--- src/rtl/dmem_access_ctrl.sv ---
// MEM-stage data-memory sequencer: IDLE -> ACCESS -> DONE with store lane alignment, load
// extension and ack timeout. Optional macro DMEM_MISALIGN_TRAP_EN traps misaligned H/W accesses.
module dmem_access_ctrl #(
    parameter int ADDR_W  = 32,
    parameter int DATA_W  = 32,
    parameter int TIMEOUT = 15
) (
    input  logic              clk,
    input  logic              reset,
    input  logic              mem_valid,
    input  logic              flush,
    input  logic              mem_read,
    input  logic              mem_write,
    input  logic [3:0]        write_enable,
    input  logic [4:0]        read_enable,
    input  logic [ADDR_W-1:0] addr,
    input  logic [DATA_W-1:0] wdata,
    output logic              stall,
    output logic [DATA_W-1:0] rdata,
    output logic              rdata_valid,
    output logic              err,
    output logic              dmem_req,
    output logic              dmem_we,
    output logic [3:0]        dmem_be,
    output logic [ADDR_W-1:0] dmem_addr,
    output logic [DATA_W-1:0] dmem_wdata,
    input  logic              dmem_ack,
    input  logic [DATA_W-1:0] dmem_rdata,
    output logic [1:0]        dbg_state_o
);

    // Memory handshake: dmem_req rises on entry to ACCESS and stays high, with we/be/addr/wdata
    // held constant, until the cycle dmem_ack is seen; dmem_ack in any other state is ignored.
    typedef enum logic [1:0] {
        S_IDLE   = 2'd0,
        S_ACCESS = 2'd1,
        S_DONE   = 2'd2
    } state_e;

    localparam logic [2:0] LD_W  = 3'd0;
    localparam logic [2:0] LD_B  = 3'd1;
    localparam logic [2:0] LD_H  = 3'd2;
    localparam logic [2:0] LD_BU = 3'd3;
    localparam logic [2:0] LD_HU = 3'd4;
    localparam int CNT_W = (TIMEOUT > 2) ? $clog2(TIMEOUT) : 1;

    state_e              state_q, state_d;
    logic [CNT_W-1:0]    cnt_q, cnt_d;
    logic                err_q, err_d;
    logic                latch, capture, start, misalign;
    logic [2:0]          ld_type_in, ld_q;
    logic [ADDR_W-3:0]   waddr_q;
    logic [1:0]          off_q;
    logic                we_q;
    logic [3:0]          be_q, st_be;
    logic [DATA_W-1:0]   wdata_q, st_data, rdata_raw_q, ld_word, ld_ext;
    logic                in_access, in_done;

    assign start   = mem_valid & ~flush & (mem_read | mem_write);
    assign st_be   = write_enable << addr[1:0];
    assign st_data = wdata << {addr[1:0], 3'b000};

    // Zero or multi-hot read_enable falls back to a full-word load.
    always_comb begin
        ld_type_in = LD_W;
        case (read_enable)
            5'b00001: ld_type_in = LD_B;
            5'b00010: ld_type_in = LD_H;
            5'b01000: ld_type_in = LD_BU;
            5'b10000: ld_type_in = LD_HU;
            default:  ld_type_in = LD_W;
        endcase
    end

`ifdef DMEM_MISALIGN_TRAP_EN
    logic is_half, is_word;
    assign is_half  = mem_write ? (write_enable == 4'b0011)
                                : (ld_type_in == LD_H || ld_type_in == LD_HU);
    assign is_word  = mem_write ? (write_enable == 4'b1111) : (ld_type_in == LD_W);
    assign misalign = (is_half && addr[0]) || (is_word && (addr[1:0] != 2'b00));
`else
    assign misalign = 1'b0;
`endif

    always_comb begin
        state_d = state_q;
        cnt_d   = cnt_q;
        err_d   = err_q;
        latch   = 1'b0;
        capture = 1'b0;
        case (state_q)
            S_IDLE: begin
                if (start) begin
                    latch = 1'b1;
                    cnt_d = '0;
                    err_d = misalign;
                    state_d = misalign ? S_DONE : S_ACCESS;
                end
            end
            S_ACCESS: begin
                if (dmem_ack) begin
                    capture = 1'b1;
                    err_d   = 1'b0;
                    state_d = S_DONE;
                end else if (TIMEOUT > 0 && cnt_q == CNT_W'(TIMEOUT - 1)) begin
                    err_d   = 1'b1;
                    state_d = S_DONE;
                end else if (TIMEOUT > 0) begin
                    cnt_d = cnt_q + CNT_W'(1);
                end
            end
            S_DONE:  state_d = S_IDLE;
            default: state_d = S_IDLE;
        endcase
    end

    always_ff @(posedge clk) begin
        if (reset) begin
            state_q <= S_IDLE;
            cnt_q   <= '0;
            err_q   <= 1'b0;
        end else begin
            state_q <= state_d;
            cnt_q   <= cnt_d;
            err_q   <= err_d;
        end
    end

    always_ff @(posedge clk) begin
        if (reset) begin
            waddr_q     <= '0;
            off_q       <= '0;
            we_q        <= 1'b0;
            be_q        <= '0;
            wdata_q     <= '0;
            ld_q        <= LD_W;
            rdata_raw_q <= '0;
        end else begin
            if (latch) begin
                waddr_q <= addr[ADDR_W-1:2];
                off_q   <= addr[1:0];
                we_q    <= mem_write;
                be_q    <= mem_write ? st_be : 4'b1111;
                wdata_q <= mem_write ? st_data : '0;
                ld_q    <= ld_type_in;
            end
            if (capture) begin
                rdata_raw_q <= dmem_rdata;
            end
        end
    end

    assign ld_word = rdata_raw_q >> {off_q, 3'b000};

    always_comb begin
        ld_ext = ld_word;
        case (ld_q)
            LD_B:    ld_ext = {{24{ld_word[7]}}, ld_word[7:0]};
            LD_H:    ld_ext = {{16{ld_word[15]}}, ld_word[15:0]};
            LD_BU:   ld_ext = {24'd0, ld_word[7:0]};
            LD_HU:   ld_ext = {16'd0, ld_word[15:0]};
            default: ld_ext = ld_word;
        endcase
    end

    assign in_access   = (state_q == S_ACCESS);
    assign in_done     = (state_q == S_DONE);
    assign stall       = ((state_q == S_IDLE) && start) || in_access;
    assign dmem_req    = in_access;
    assign dmem_we     = in_access & we_q;
    assign dmem_be     = in_access ? be_q : 4'b0000;
    assign dmem_addr   = in_access ? {waddr_q, 2'b00} : '0;
    assign dmem_wdata  = in_access ? wdata_q : '0;
    assign err         = in_done & err_q;
    assign rdata_valid = in_done & ~we_q & ~err_q;
    assign rdata       = rdata_valid ? ld_ext : '0;
    assign dbg_state_o = state_q;

endmodule
--- config.mk ---
export PLATFORM = sky130hd
export DESIGN_NAME = dmem_access_ctrl
export DESIGN_NICKNAME = d
export VERILOG_FILES = /design/src/rtl/dmem_access_ctrl.sv
export SDC_FILE = /design/constraint.sdc
export NUM_CORES = 1
export LEC_CHECK = 0
export BUFFER_PORTS_ARGS = -buffer_cell sky130_fd_sc_hd__buf_4
export CELL_PAD_IN_SITES_DETAIL_PLACEMENT = 1
export CELL_PAD_IN_SITES_GLOBAL_PLACEMENT = 1
export CORE_MARGIN = 1
export CORE_UTILIZATION = 35
export DETAILED_ROUTE_END_ITERATION = 8
export PLACE_DENSITY_LB_ADDON = 0.1
export SLEW_MARGIN = 20
export SYNTH_ARGS = -nofsm -noshare
export SYNTH_HDL_FRONTEND = slang
export SYNTH_SLANG_ARGS = --single-unit
--- constraint.sdc ---
create_clock -name clk -period 1.8 [get_ports clk]
set_input_delay 0.18 -clock clk [delete_from_list [all_inputs] [get_ports clk]]
set_output_delay 0.18 -clock clk [all_outputs]
set_load 0.005 [all_outputs]
==> flow_metrics.py <==
metrics = {
    "setup_path": {
        "worstPathMaxFanout": 16,
        "worst-setup-path-type": "reg -> out",
        "critPathSlowestCell": "sky130_fd_sc_hd__or3_4",
        "crit_path_cell_trace": "nand2b_4 > or3_4 > clkinv_4 > o2111ai_4 > buf_12 > nor2_1 > buf_4",
        "worst-endpoint-required_ps": 1620,
        "cp_slowest_stage_delay_ps": 380,
        "worstSetupStartpointType": "flip-flop",
        "critPathArrivalTime_ps": 1830,
        "endpoint_kind": "output pin",
    },
    "floorplan": {
        "dieWidth_um": 129,
        "die_h_um": 129,
        "io-pin-count": 219,
        "number_of_standard_cell_rows_in_the_floorplan": 46,
        "core_um2": 15800,
        "starting_density": 0.358,
        "die_area_um2": 16700,
    },
    "power_and_ir_drop": {
        "p_leak_nw": 3.39,
        "switchingPower_w": 0.00137,
        "internal-power_w": 0.00405,
        "switching_share": 0.253,
        "power.share.combinational": 0.149,
        "share_clk_of_total_power": 0.375,
        "ir_worst_vdd_mv": 0.427,
        "power.density_nw_per_um2": 661,
        "p_seq_frac": 0.476,
    },
    "logic_synthesis": {
        "synth.ff_latch_count": 111,
        "synth.yosys.warnings": 0,
        "synth_ff_type": "sky130_fd_sc_hd__dfxtp_1",
        "synthArstFlopShare": 0,
        "postSynthCellCount": 716,
        "yosys.cell_types.count": 49,
        "yosysSeqAreaShare": 0.392,
        "synth_area_um2": 5660,
        "number_of_enable_flip_flop_cells_after_synthesis": 0,
        "postSynthAreaPerCell_um2": 7.91,
    },
    "drt": {
        "route.final.wire_length_um": 19600,
        "number_of_antenna_violating_nets_in_the_routed_design": 0,
        "detail_route.first_pass.iterations": 4,
        "violation_count_after_the_first_detailed_route_iteration": 178,
        "drt_wl_cell_um": 17.2,
        "dr_total_vias": 5795,
        "drt_drc_violations_left": 0,
        "routed_via_density": 5.08,
    },
    "status": {
        "outcome": "finished with violations",
        "violations_in_the_final_reports": "setup timing",
    },
    "layout": {
        "layout_commonest_cell": "sky130_fd_sc_hd__buf_4",
        "layout_common_cells": "sky130_fd_sc_hd__buf_4, sky130_fd_sc_hd__nand2_1, sky130_fd_sc_hd__dfxtp_1, sky130_fd_sc_hd__a21oi_1, sky130_fd_sc_hd__and2_1",
        "count_of_inserted_antenna_diode_cells": 0,
        "drive_gt1_frac": 0.342,
        "final_nets": 1034,
        "layout-area-overhead-vs-synth_pct": 44.7,
        "post-route-util": 0.518,
    },
    "clocking": {
        "clock_sinks": 111,
        "cts_hold_buffers": 0,
        "clock_pin_slew_worst_setup_and_hold_paths_ps": 70,
        "cts.htree.levels": 3,
        "cts_tree": "built",
        "cts_made_buffers": 9,
        "ctsLongestPathBuffers": 2,
        "clk_latency_ps": 350,
        "ctsRootBufferMaster": "sky130_fd_sc_hd__clkbuf_16",
    },
    "sta": {
        "slew_viol_final": 0,
        "rsz0062_at_grt": "true",
        "min_period_over_period": 1.11,
        "final_critical_path_setup_slack_ps": -206,
        "setup-violations-final": 32,
        "tns_ps": -3860,
        "post-route-min-period_ps": 2010,
        "clock-skew-final_ps": 7.08,
        "relative_slew_margins": 0.654,
        "fmaxAchievable_ghz": 0.499,
        "tightest_slew_ps": 519,
        "final-hold-violation-count": 0,
    },
    "place": {
        "io_buffer_count": 216,
        "gpl.final_weighted_congestion": 0.840,
        "hpwlAfterDp_um": 14100,
    },
    "min_path": {
        "worstHoldPathType": "in -> reg",
    },
    "grt": {
        "grt_max_degree": 47,
        "grt_first_pass_wirelength_um": 29400,
        "grt_overflow": 0,
        "first_global_vias": 5760,
        "antenna_found_initial": 0,
        "grt_usage": 0.226,
    },
    "flow_run": {
        "drv.max_cap_violation_count": 0,
    },
}
-- metrics by stage --
| stage | instances | setup WS, ps | instance area (um2) | total power (W) | hold WS, ps |
|---|---|---|---|---|---|
| after CTS | 1132 | -194 | 7930 | 0.00542 | 49.4 |
| after detailed placement | 1114 | 12.6 | 7480 | 0.00336 | 421 |
| after global placement | 1114 | 118 | 7480 | 0.00333 | 412 |
| after floorplan | 717 | 198 | 5670 | 0.00301 | 289 |
| after global routing | 1141 | -269 | 8200 | 0.00566 | 57.1 |
| final | 1141 | -206 | 8200 | 0.00542 | 61.0 |
-- kinds of logic (layout without fill, tap and decap cells) --
group                    count (synthesis)  after routing  share of synthesized area
AO/OA/AOI/OAI                          171            171                      0.203
multiplexers                            37             37                     0.0660
buffers and inverters                   67            275                     0.0588
other                                    1              2                   0.000662
XOR/XNOR                                 4              4                    0.00619
AND/OR/NAND/NOR                        323            323                      0.268
flip-flops                             111            111                      0.392
adder cells (fa/ha/maj)                  2              2                    0.00442
-- registers in the layout (all words and copies together) (netlist names), 2 cells and up --
| signal | cells |
|---|---|
| rdata_raw_q | 32 |
| wdata_q | 32 |
| waddr_q | 30 |
| off_q | 2 |
| ld_q | 3 |
| dbg_state_o | 2 |
| be_q | 4 |
| cnt_q | 4 |
-- worst max-delay path, delay by kind of cell, from the launching register on --
kind / cells / cell delay, ps
compound gates: 1 / 130
flops: 1 / 320
simple gates: 3 / 630
buf+inv: 3 / 380
-- synth_stat cells, types with 2 or more instances --
cell type,instances,area (um2)
sky130_fd_sc_hd__nor3b_1,2,15.0
sky130_fd_sc_hd__nand2_1,160,601
sky130_fd_sc_hd__a21boi_1,2,15.0
sky130_fd_sc_hd__nor2_1,45,169
sky130_fd_sc_hd__o2bb2ai_1,16,140
sky130_fd_sc_hd__inv_1,3,11.3
sky130_fd_sc_hd__clkbuf_1,32,120
sky130_fd_sc_hd__or3_1,3,18.8
sky130_fd_sc_hd__nor4_1,2,12.5
sky130_fd_sc_hd__nor3_1,5,25.0
sky130_fd_sc_hd__dfxtp_1,111,2220
sky130_fd_sc_hd__buf_4,8,60.1
sky130_fd_sc_hd__a211o_1,8,70.1
sky130_fd_sc_hd__a211oi_1,15,113
sky130_fd_sc_hd__xor2_1,2,17.5
sky130_fd_sc_hd__xnor2_1,2,17.5
sky130_fd_sc_hd__a311oi_1,2,17.5
sky130_fd_sc_hd__buf_1,6,22.5
sky130_fd_sc_hd__nand2b_1,5,31.3
sky130_fd_sc_hd__and2_1,69,432
sky130_fd_sc_hd__a22o_1,16,140
sky130_fd_sc_hd__buf_6,4,45.0
sky130_fd_sc_hd__nor2b_1,21,131
sky130_fd_sc_hd__ha_1,2,25.0
sky130_fd_sc_hd__a21oi_1,85,425
sky130_fd_sc_hd__mux2i_1,36,360
sky130_fd_sc_hd__buf_2,12,60.1
sky130_fd_sc_hd__a32o_1,8,80.1
sky130_fd_sc_hd__nand3_1,4,20.0
sky130_fd_sc_hd__o21ai_0,11,55.1
-- routing by layer --
layer | GRT usage | part of all wire | vias to the layer above | wire length, um
li1 | - | - | 2823 | -
met1 | 0.268 | 0.42 | 2822 | 8180
met2 | 0.414 | 0.53 | 136 | 10300
met3 | 0.0487 | 0.048 | 14 | 946
met4 | 0.0526 | 0.0084 | 0 | 164
met5 | 0 | 0 | - | 0
-- area by class of cell --
type,instances,area (um2)
well taps,216,270
flip-flops and latches,111,2230
repair buffers,255,2080
multi-input cells,539,3310
inverters,4,20.0
clock inverters,3,42.5
clock buffers,13,250
fillers,1886,7630
-- power groups by stage --
stage	Sequential, W	Clock, W	Combinational, W
after floorplan	0.00262	0	0.000392
after global placement	0.00263	0	0.000705
after detailed placement	0.00263	0	0.000730
after CTS	0.00258	0.00208	0.000755
after global routing	0.00259	0.00220	0.000876
final	0.00258	0.00203	0.000805
-- path summary, 6_finish.rpt --
| check | end | from | slack (ps) | depth (start not counted) |
|---|---|---|---|---|
| setup / recovery | rdata[27] | dbg_state_o[0] | -210 | 7 |
| setup reg to reg | cnt_q[3] | cnt_q[0] | 80 | 6 |
| hold reg to reg | waddr_q[8] | waddr_q[8] | 450 | 2 |
| hold / removal | wdata_q[3] | wdata[3] | 60 | 2 |
-- repair_timing --
action                     CTS  global route
buffers inserted             2             5
pin swaps                    1             1
gates resized for setup     29            37
gates cloned                 0             4
setup endpoints to repair   65            96
(Power assumes the default switching activity.)
